<file path="src/rtl/bsg_link_pkt_pkg.sv">
// Shared types and header field positions for the link packet receiver.
package bsg_link_pkt_pkg;

   typedef enum logic [1:0] {
      HDR = 2'd0,
      PAY = 2'd1,
      TRL = 2'd2
   } state_e;

   localparam int MAGIC_MSB = 63;
   localparam int MAGIC_LSB = 56;
   localparam int LEN_MSB   = 55;
   localparam int LEN_LSB   = 48;
   localparam int TAG_MSB   = 47;
   localparam int TAG_LSB   = 0;
   localparam int LEN_W     = 8;
   localparam int TAG_W     = 48;

endpackage

</file>
<file path="src/rtl/bsg_link_pkt_outreg.sv">
// One-entry valid/ready output register carrying payload word, framing flags and tag.
module bsg_link_pkt_outreg
   import bsg_link_pkt_pkg::*;
#(
   parameter int WIDTH_P = 64
) (
   input  logic               core_clk,
   input  logic               rst_n,
   input  logic               load_i,
   input  logic [WIDTH_P-1:0] data_i,
   input  logic               sop_i,
   input  logic               eop_i,
   input  logic [TAG_W-1:0]   tag_i,
   input  logic               ready_i,
   output logic               valid_o,
   output logic [WIDTH_P-1:0] data_o,
   output logic               sop_o,
   output logic               eop_o,
   output logic [TAG_W-1:0]   tag_o
);

   // The caller only loads when the slot is empty or being drained this cycle.
   always_ff @(posedge core_clk or negedge rst_n) begin
      if (!rst_n) begin
         valid_o <= 1'b0;
         data_o  <= '0;
         sop_o   <= 1'b0;
         eop_o   <= 1'b0;
         tag_o   <= '0;
      end else if (load_i) begin
         valid_o <= 1'b1;
         data_o  <= data_i;
         sop_o   <= sop_i;
         eop_o   <= eop_i;
         tag_o   <= tag_i;
      end else if (ready_i) begin
         valid_o <= 1'b0;
      end
   end

endmodule

</file>
<file path="src/rtl/bsg_link_pkt_rx.sv">
// Framed packet receiver: header/payload/trailer parsing, XOR check, statistics.
//  state | meaning
//  HDR   | waiting for a header word; bad headers are dropped and counted
//  PAY   | forwarding payload words, remaining counts down to the eop word
//  TRL   | next word is the XOR trailer; compared against the running checksum
module bsg_link_pkt_rx
   import bsg_link_pkt_pkg::*;
#(
   parameter int         WIDTH_P   = 64,
   parameter int         MAX_LEN_P = 255,
   parameter logic [7:0] MAGIC_P   = 8'hA5,
   parameter int         CNT_W_P   = 16
) (
   input  logic               core_clk,
   input  logic               rst_n,
   input  logic [WIDTH_P-1:0] link_data_i,
   input  logic               link_valid_i,
   output logic               link_yumi_o,
   output logic [WIDTH_P-1:0] out_data_o,
   output logic               out_valid_o,
   output logic               out_sop_o,
   output logic               out_eop_o,
   output logic [TAG_W-1:0]   out_tag_o,
   input  logic               out_ready_i,
   output logic               done_v_o,
   output logic               done_err_o,
   output logic [TAG_W-1:0]   done_tag_o,
   output logic [CNT_W_P-1:0] pkt_cnt_o,
   output logic [CNT_W_P-1:0] err_cnt_o
);

   state_e               state, state_n;
   logic [WIDTH_P-1:0]   csum;
   logic [LEN_W-1:0]     remaining;
   logic [TAG_W-1:0]     tag_r;
   logic                 first_r;
   logic                 take;
   logic                 hdr_ok;
   logic                 last_pay;
   logic [7:0]           hdr_magic;
   logic [LEN_W-1:0]     hdr_len;

   assign hdr_magic = link_data_i[MAGIC_MSB:MAGIC_LSB];
   assign hdr_len   = link_data_i[LEN_MSB:LEN_LSB];
   assign hdr_ok    = (hdr_magic == MAGIC_P) && (hdr_len != '0) &&
                      ({1'b0, hdr_len} <= 9'(MAX_LEN_P));
   assign last_pay  = (remaining == LEN_W'(1));

   // Only payload words are gated by the output register; header/trailer always drain.
   assign take        = (state != PAY) | ~out_valid_o | out_ready_i;
   assign link_yumi_o = link_valid_i & take;

   always_ff @(posedge core_clk or negedge rst_n) begin
      if (!rst_n) state <= HDR;
      else        state <= state_n;
   end

   always_comb begin
      state_n = state;
      case (state)
         HDR:     if (link_yumi_o && hdr_ok) state_n = PAY;
         PAY:     if (link_yumi_o && last_pay) state_n = TRL;
         TRL:     if (link_yumi_o) state_n = HDR;
         default: state_n = HDR;
      endcase
   end

   always_ff @(posedge core_clk or negedge rst_n) begin
      if (!rst_n) begin
         csum       <= '0;
         remaining  <= '0;
         tag_r      <= '0;
         first_r    <= 1'b0;
         done_v_o   <= 1'b0;
         done_err_o <= 1'b0;
         done_tag_o <= '0;
         pkt_cnt_o  <= '0;
         err_cnt_o  <= '0;
      end else begin
         done_v_o <= 1'b0;
         if (link_yumi_o) begin
            case (state)
               HDR: begin
                  if (hdr_ok) begin
                     tag_r     <= link_data_i[TAG_MSB:TAG_LSB];
                     remaining <= hdr_len;
                     csum      <= link_data_i;
                     first_r   <= 1'b1;
                  end else if (err_cnt_o != '1) begin
                     err_cnt_o <= err_cnt_o + CNT_W_P'(1);
                  end
               end
               PAY: begin
                  csum      <= csum ^ link_data_i;
                  remaining <= remaining - LEN_W'(1);
                  first_r   <= 1'b0;
               end
               TRL: begin
                  done_v_o   <= 1'b1;
                  done_err_o <= (link_data_i != csum);
                  done_tag_o <= tag_r;
                  if (link_data_i != csum) begin
                     if (err_cnt_o != '1) err_cnt_o <= err_cnt_o + CNT_W_P'(1);
                  end else if (pkt_cnt_o != '1) begin
                     pkt_cnt_o <= pkt_cnt_o + CNT_W_P'(1);
                  end
               end
               default: ;
            endcase
         end
      end
   end

   bsg_link_pkt_outreg #(
      .WIDTH_P (WIDTH_P)
   ) u_outreg (
      .core_clk (core_clk),
      .rst_n    (rst_n),
      .load_i   (link_yumi_o && (state == PAY)),
      .data_i   (link_data_i),
      .sop_i    (first_r),
      .eop_i    (last_pay),
      .tag_i    (tag_r),
      .ready_i  (out_ready_i),
      .valid_o  (out_valid_o),
      .data_o   (out_data_o),
      .sop_o    (out_sop_o),
      .eop_o    (out_eop_o),
      .tag_o    (out_tag_o)
   );

endmodule

</file>
<file path="config.mk">
export PLATFORM = sky130hd
export DESIGN_NAME = bsg_link_pkt_rx
export DESIGN_NICKNAME = d
export VERILOG_FILES = /design/src/rtl/bsg_link_pkt_pkg.sv /design/src/rtl/bsg_link_pkt_outreg.sv /design/src/rtl/bsg_link_pkt_rx.sv
export SDC_FILE = /design/constraint.sdc
export NUM_CORES = 1
export LEC_CHECK = 0
export ABC_AREA = 1
export CAP_MARGIN = 20
export CORE_ASPECT_RATIO = 2
export CORE_UTILIZATION = 39
export DETAILED_ROUTE_END_ITERATION = 10
export PLACE_DENSITY_LB_ADDON = 0.3
export REMOVE_ABC_BUFFERS = 1
export SYNTH_ARGS = -nofsm -noshare
export SYNTH_HDL_FRONTEND = slang
export SYNTH_SLANG_ARGS = --single-unit
</file>
<file path="constraint.sdc">
create_clock -name core_clk -period 1.5 [get_ports core_clk]
set_input_delay 0.225 -clock core_clk [delete_from_list [all_inputs] [get_ports core_clk]]
set_output_delay 0.225 -clock core_clk [all_outputs]
set_load 0.01 [all_outputs]
</file>
==> Word level (Yosys, flattened, before mapping) <==
Cells that the tools add are included.
{ "op_classes": {"addsub": 3, "n_eq_ne": 14, "n_mux": 18, "bitwise": 6, "reduce_logical": 15} }
{ "ops": {"columns": ["op", "n"], "rows": [
  ["$pmux 64 s2", 1],
  ["$mux 64", 1],
  ["$ne 64x64->1", 1],
  ["$xor 64x64->64", 1],
  ["$mux 16", 3],
  ["$add 16x1->16 const B", 2],
  ["$ne 16x16->1 const B", 2],
  ["$pmux 16 s2", 1],
  ["$pmux 8 s2", 1],
  ["$ne 2x2->1 const B", 6],
  ["$reduce_and 3->1", 3],
  ["$eq 8x1->1 const B", 1],
  ["$eq 8x8->1 const B", 1],
  ["$mux 8", 1],
  ["$reduce_and 4->1", 2],
  ["$reduce_bool 8->1", 1],
  ["$sub 8x1->8 const B", 1],
  ["$mux 2", 3],
  ["$pmux 2 s3", 1],
  ["$reduce_bool 2->1", 3],
  ["$mux 1", 5],
  ["$logic_and 1x1->1", 4],
  ["$eq 2x1->1 const B", 1],
  ["$eq 2x2->1 const B", 1],
  ["7 further kinds", 9]
]} }
{ "word_totals": {"regBits": 320, "input_bits": 68, "output_inout_bits": 198, "word_cells": 71} }

==> Longest topological paths before layout <==
{ "logic_depth": {"ltp_word": 7, "ltp_mapped": 14, "ltp_nobuf": 13} }

==> By module <==
From an unflattened synthesis, not the netlist that was laid out.
{ "hier_totals": {"cells_unflattened": 1822, "hier_area_um2": 14705.4} }
{ "modules_own_cells": {"columns": ["module", "n_inst", "cells_each", "area_per_inst_um2"], "rows": [
  ["bsg_link_pkt_rx", 1, 1336, 10349.9],
  ["bsg_link_pkt_outreg", 1, 486, 4355.4]
]} }

==> Least setup slack after synthesis <==
OpenSTA, ideal clock, no wires.
{ "synth_path": {"path_kind": "register to register", "from": "register err_cnt_o[0]", "to": "register err_cnt_o[10]", "setup_ns": 0.117, "t_arrival_ns": 1.593, "setup_slack_ns": -0.211, "stages_incl_launch_ff": 8, "n_path_buf": 1, "cell_sequence": "dfrtp_1 -> ha_1 -> nand3_1 -> nor2_1 -> nand4_2 -> clkbuf_1 -> nand4_1 -> nand2_1"} }
{ "synth_between": {"elab_chain_len": 4, "elab_cells_between_ends": 6, "cone_classes": "1 x add/sub; 1 x eq/ne; 4 x mux"} }
{ "synth_lines": {"columns": ["item", "line", "source"], "rows": [
  ["from (decl)", "bsg_link_pkt_rx.sv:29", "output logic [CNT_W_P-1:0] err_cnt_o"],
  ["from (signal assigned)", "bsg_link_pkt_rx.sv:90", "err_cnt_o <= err_cnt_o + CNT_W_P'(1);"],
  ["from (signal assigned)", "bsg_link_pkt_rx.sv:103", "if (err_cnt_o != '1) err_cnt_o <= err_cnt_o + CNT_W_P'(1);"],
  ["$add 16x1->16 / $ne 16x16->1 (equally long branches)", "bsg_link_pkt_rx.sv:90, bsg_link_pkt_rx.sv:103, bsg_link_pkt_rx.sv:89", null],
  ["$mux 16 (*)", "bsg_link_pkt_rx.sv:89, bsg_link_pkt_rx.sv:103", null],
  ["$mux 16, on equally long branches", "bsg_link_pkt_rx.sv:102, bsg_link_pkt_rx.sv:84", null],
  ["$pmux 16 s2 (*)", "bsg_link_pkt_rx.sv:82", "case (state)"]
]} }
Every way passes the cells marked *; elsewhere a longest branch is shown, timed or not. The select of a mux whose other input is x is not followed.
A chain may end at the register's enable or synchronous reset.

==> Worst setup path in the final report <==
{ "layout_path": {"from": "register state[0]", "to": "register tag_r[9]"} }
{ "layout_between": {"elab_chain_len": 5, "elab_cells_between_ends": 6, "cone_classes": "1 x eq/ne; 3 x bitwise; 2 x reduce/logical"} }
{ "layout_lines": {"columns": ["item", "line", "source"], "rows": [
  ["from (decl)", "bsg_link_pkt_rx.sv:32", "state_e state, state_n;"],
  ["from (signal assigned)", "bsg_link_pkt_rx.sv:55", "else state <= state_n;"],
  ["$ne 2x1->1", "bsg_link_pkt_rx.sv:50", "assign take = (state != PAY) | ~out_valid_o | out_ready_i;"],
  ["$or 1x1->1 (2 in series)", "bsg_link_pkt_rx.sv:50", null],
  ["$and 1x1->1", "bsg_link_pkt_rx.sv:51", "assign link_yumi_o = link_valid_i & take;"],
  ["$reduce_and 3->1 (no line) (*)", null, null],
  ["to (signal assigned)", "bsg_link_pkt_rx.sv:85", "tag_r <= link_data_i[TAG_MSB:TAG_LSB];"],
  ["to (decl)", "bsg_link_pkt_rx.sv:35", "logic [TAG_W-1:0] tag_r;"]
]} }
Every way passes the cells marked *; elsewhere a longest branch is shown, timed or not.

==> metrics <==
outcome=complete, but fails checks; failing checks=setup timing; post-synthesis register bit count=320; CTS Root Cell=clkbuf_16; Compound-Gate Fraction of Synth Area=0.08895; final hold vios=0; post-synth cell types=32; CTS H-tree lvls=1; DIE HEIGHT=274.0 um; critical path class=flip-flop to flip-flop; fin cells=2,674; Routed Antenna Nets=0; Placed Cells=2,515; Clock Latency Late Sink=0.57 ns; total global-route track usage=0.2432; WL/cell=17.94 um; Clock Skew=0.01646 ns; core area=36,420 um^2; max_cap viols=0; Fill cells=3,071; # rows=99; Seq/Total Area, Yosys=0.5549; layout cell share with drive strength beyond 1=0.2640; DR iter-0 viols=564; VDD IR max=1201 uV; final setup fails=310; final wirelength=47,960 um; Simple-Gate Fraction of Synth Area=0.2155; Post-Synth Adder-Cell Area=0.003468; vias in the first global route=13,448; PD cells=1269 nW/um^2; worst slack, placed=-0.9895 ns; arrival time at the worst endpoint=2.36 ns; YS warnings=0; GP Congestion=0.8692; f_max=526.0 MHz; CP max FO=9; Synth Instances=1,705; detailed placer's ending HPWL=29,430 um; Clock Path Buffers=3; Post-Synth XOR/XNOR Area=0.05766; chip width=138.0 um; TritonRoute pass-1 iters=5; antenna violations before repair=6; post-synthesis cell area=14,430 um^2; port bufs=265; remaining global-route overflow=0; mux cell area share after synthesis=0; largest net degree at the start of global routing=85; via count=13,338; CTS tree=yes; layout net count=2,265; worst setup margin=-0.4013 ns; # clock sinks=320; mean post-synth cell area=8.464 um^2; CP Capture Type=flip-flop; period utilization=1.268; first-pass GRT wire length=72,350 um; RSZ-0062 raised after global routing=yes; clk slew on worst S/H paths=0.08 ns; largest family of logic cells by synthesized area=simple AND/OR/NAND/NOR gates; Initial Util=0.3963; Worst setup SP type=flip-flop; CP required=1.96 ns; # DRC=0; die area=37,820 um^2; Leak Pwr=11.24 nW; Vias/cell=4.988; worst-margin pin slew=0.4216 ns; Area Overhead vs Synth=53.26%; Pins Over Slew Limit=0; Ports=266; Max transition margin=0.7189; Period minus WS final=1.901 ns; Num CTS Buffers=29; Hold Crit Class=input pin to asynchronous set/reset pin
-- where the power goes --
part / internal (mW) / switching [mW] / leakage [nW]
Clock: 4.17 / 3.44 / 0.464
Sequential: 10.4 / 1.41 / 4.19
Combinational: 4.12 / 4.51 / 6.60
Total: 18.7 / 9.36 / 11.2
-- metal layers --
| metal | global-route usage | part of all wire | vias to the layer above | wire, um |
|---|---|---|---|---|
| met1 | 0.2533 | 0.35 | 6477 | 16810 |
| li1 | - | - | 6322 | - |
| met5 | 0 | 0.00081 | - | 39 |
| met3 | 0.02969 | 0.039 | 142 | 1869 |
| met2 | 0.4616 | 0.54 | 391 | 26100 |
| met4 | 0.1460 | 0.065 | 6 | 3141 |
-- cells in the mapped netlist, drive strengths merged --
| cell | n | area share |
|---|---|---|
| o21ai | 226 | 0.079 |
| nor3 | 10 | 0.0049 |
| nor3b | 1 | 0.00087 |
| clkbuf | 24 | 0.0062 |
| inv | 192 | 0.050 |
| nor4 | 1 | 0.00043 |
| buf | 49 | 0.023 |
| nor2 | 85 | 0.023 |
| dfrtp | 320 | 0.55 |
| ha | 4 | 0.0035 |
| nand2 | 615 | 0.16 |
| nand3 | 18 | 0.0076 |
| a21oi | 3 | 0.0010 |
| nand3b | 1 | 0.00052 |
| xor2 | 83 | 0.050 |
| a31oi | 16 | 0.0069 |
| or2 | 1 | 0.00043 |
| xnor2 | 12 | 0.0073 |
| o211ai | 4 | 0.0021 |
| nand4 | 40 | 0.018 |
-- critical path, cell delays in order, from the launching register on --
cell and delay, ns:
dfrtp_1 0.40, inv_2 0.08, nor2_4 0.04, inv_2 0.05
o21ai_2 0.06, inv_2 0.07, buf_6 0.11, nand4_1 0.20
buf_12 0.23, bufbuf_16 0.27, buf_4 0.14, nand2_2 0.05
o21ai_1 0.07
-- cells in the final DEF, fill, tap and decap left out, types with 5 or more instances in the layout --
cell type and count:
nand2_1 495, dfrtp_1 315, inv_1 172, buf_4 165
dlygate4sd2_1 122, o21ai_0 96, xor2_1 83, nand2_2 73
o21ai_1 71, clkdlybuf4s50_1 66, o21ai_2 59, nor2_1 57
clkdlybuf4s15_1 52, nand2_4 45, buf_12 42, nand4_1 39
clkbuf_16 38, buf_6 21, buf_2 20, inv_2 18
buf_16 18, nor2_2 16, a31oi_1 15, nand3_1 12
xnor2_1 12, nor2_4 12, buf_8 9, clkinv_2 7
nor3_1 6, clkbuf_1 5, clkbuf_8 5, dfrtp_2 5
-- path summary, 6_finish.rpt --
| kind | start | slack [ns] | to | depth (start not counted) |
|---|---|---|---|---|
| setup / recovery | state[0]$_DFFE_PN0P_ | -0.40 | tag_r[9]$_DFFE_PN0P_ | 12 |
| hold / removal | rst_n | 0.17 | csum[53]$_DFFE_PN0P_ | 2 |
| setup reg to reg | state[0]$_DFFE_PN0P_ | -0.40 | tag_r[9]$_DFFE_PN0P_ | 12 |
| hold reg to reg | u_outreg.data_o[61]$_DFFE_PN0P_ | 0.48 | u_outreg.data_o[61]$_DFFE_PN0P_ | 2 |
| max in group asynchronous | rst_n | 0.66 | csum[29]$_DFFE_PN0P_ | 3 |
| min in group core_clk | link_data_i[41] | 0.28 | csum[41]$_DFFE_PN0P_ | 3 |
-- final cells by class --
type	instances	area (um^2)	area share
Inverter	192	733.2	0.03315
Clock buffer	39	813.3	0.03677
Antenna cell	4	10.01	0.0004526
Clock inverter	15	142.6	0.006449
Multi-Input combinational cell	1122	6250	0.2826
Sequential cell	320	8014	0.3623
Tap cell	454	568.0	0.02568
Timing Repair Buffer	528	5587	0.2526
-- through the flow --
step	setup TNS [ns]	power, mW	instance area, um^2	util	hold WS [ns]
5_1_grt	-111.06	29.64	22120	0.6073	0.1790
2_1_floorplan	-685.39	15.36	14000	-	-0.07059
6_report	-76.73	28.08	22120	0.6073	0.1686
3_3_place_gp	-164.03	18.88	18780	0.5157	0.1657
3_5_place_dp	-172.09	19.16	18780	0.5157	0.1691
4_1_cts	-82.17	27.44	21240	0.5833	0.1523
-- registers in the layout, summed over array words and instances, names as in the netlist --
register,cells
csum,64
done_err_o,1
done_tag_o,48
done_v_o,1
err_cnt_o,16
first_r,1
pkt_cnt_o,16
remaining,8
state,2
tag_r,48
u_outreg.data_o,64
u_outreg.eop_o,1
u_outreg.sop_o,1
u_outreg.tag_o,48
u_outreg.valid_o,1
-- repair_timing --
action | CTS | global route
endpoints found under the hold margin | 298 | 0
setup endpoints to repair | 511 | 402
hold buffers | 1 | 0
resized for setup | 526 | 253
pin swaps | 15 | 25
setup buffers | 68 | 16
cloned | 25 | 10
-- cells by family after synthesis --
family / Yosys count
AND/OR/NAND/NOR: 772
flip-flops: 320
buffers and inverters: 265
AO/OA/AOI/OAI: 249
XOR/XNOR: 95
adder cells (fa/ha/maj): 4
(Power assumes the default switching activity.)
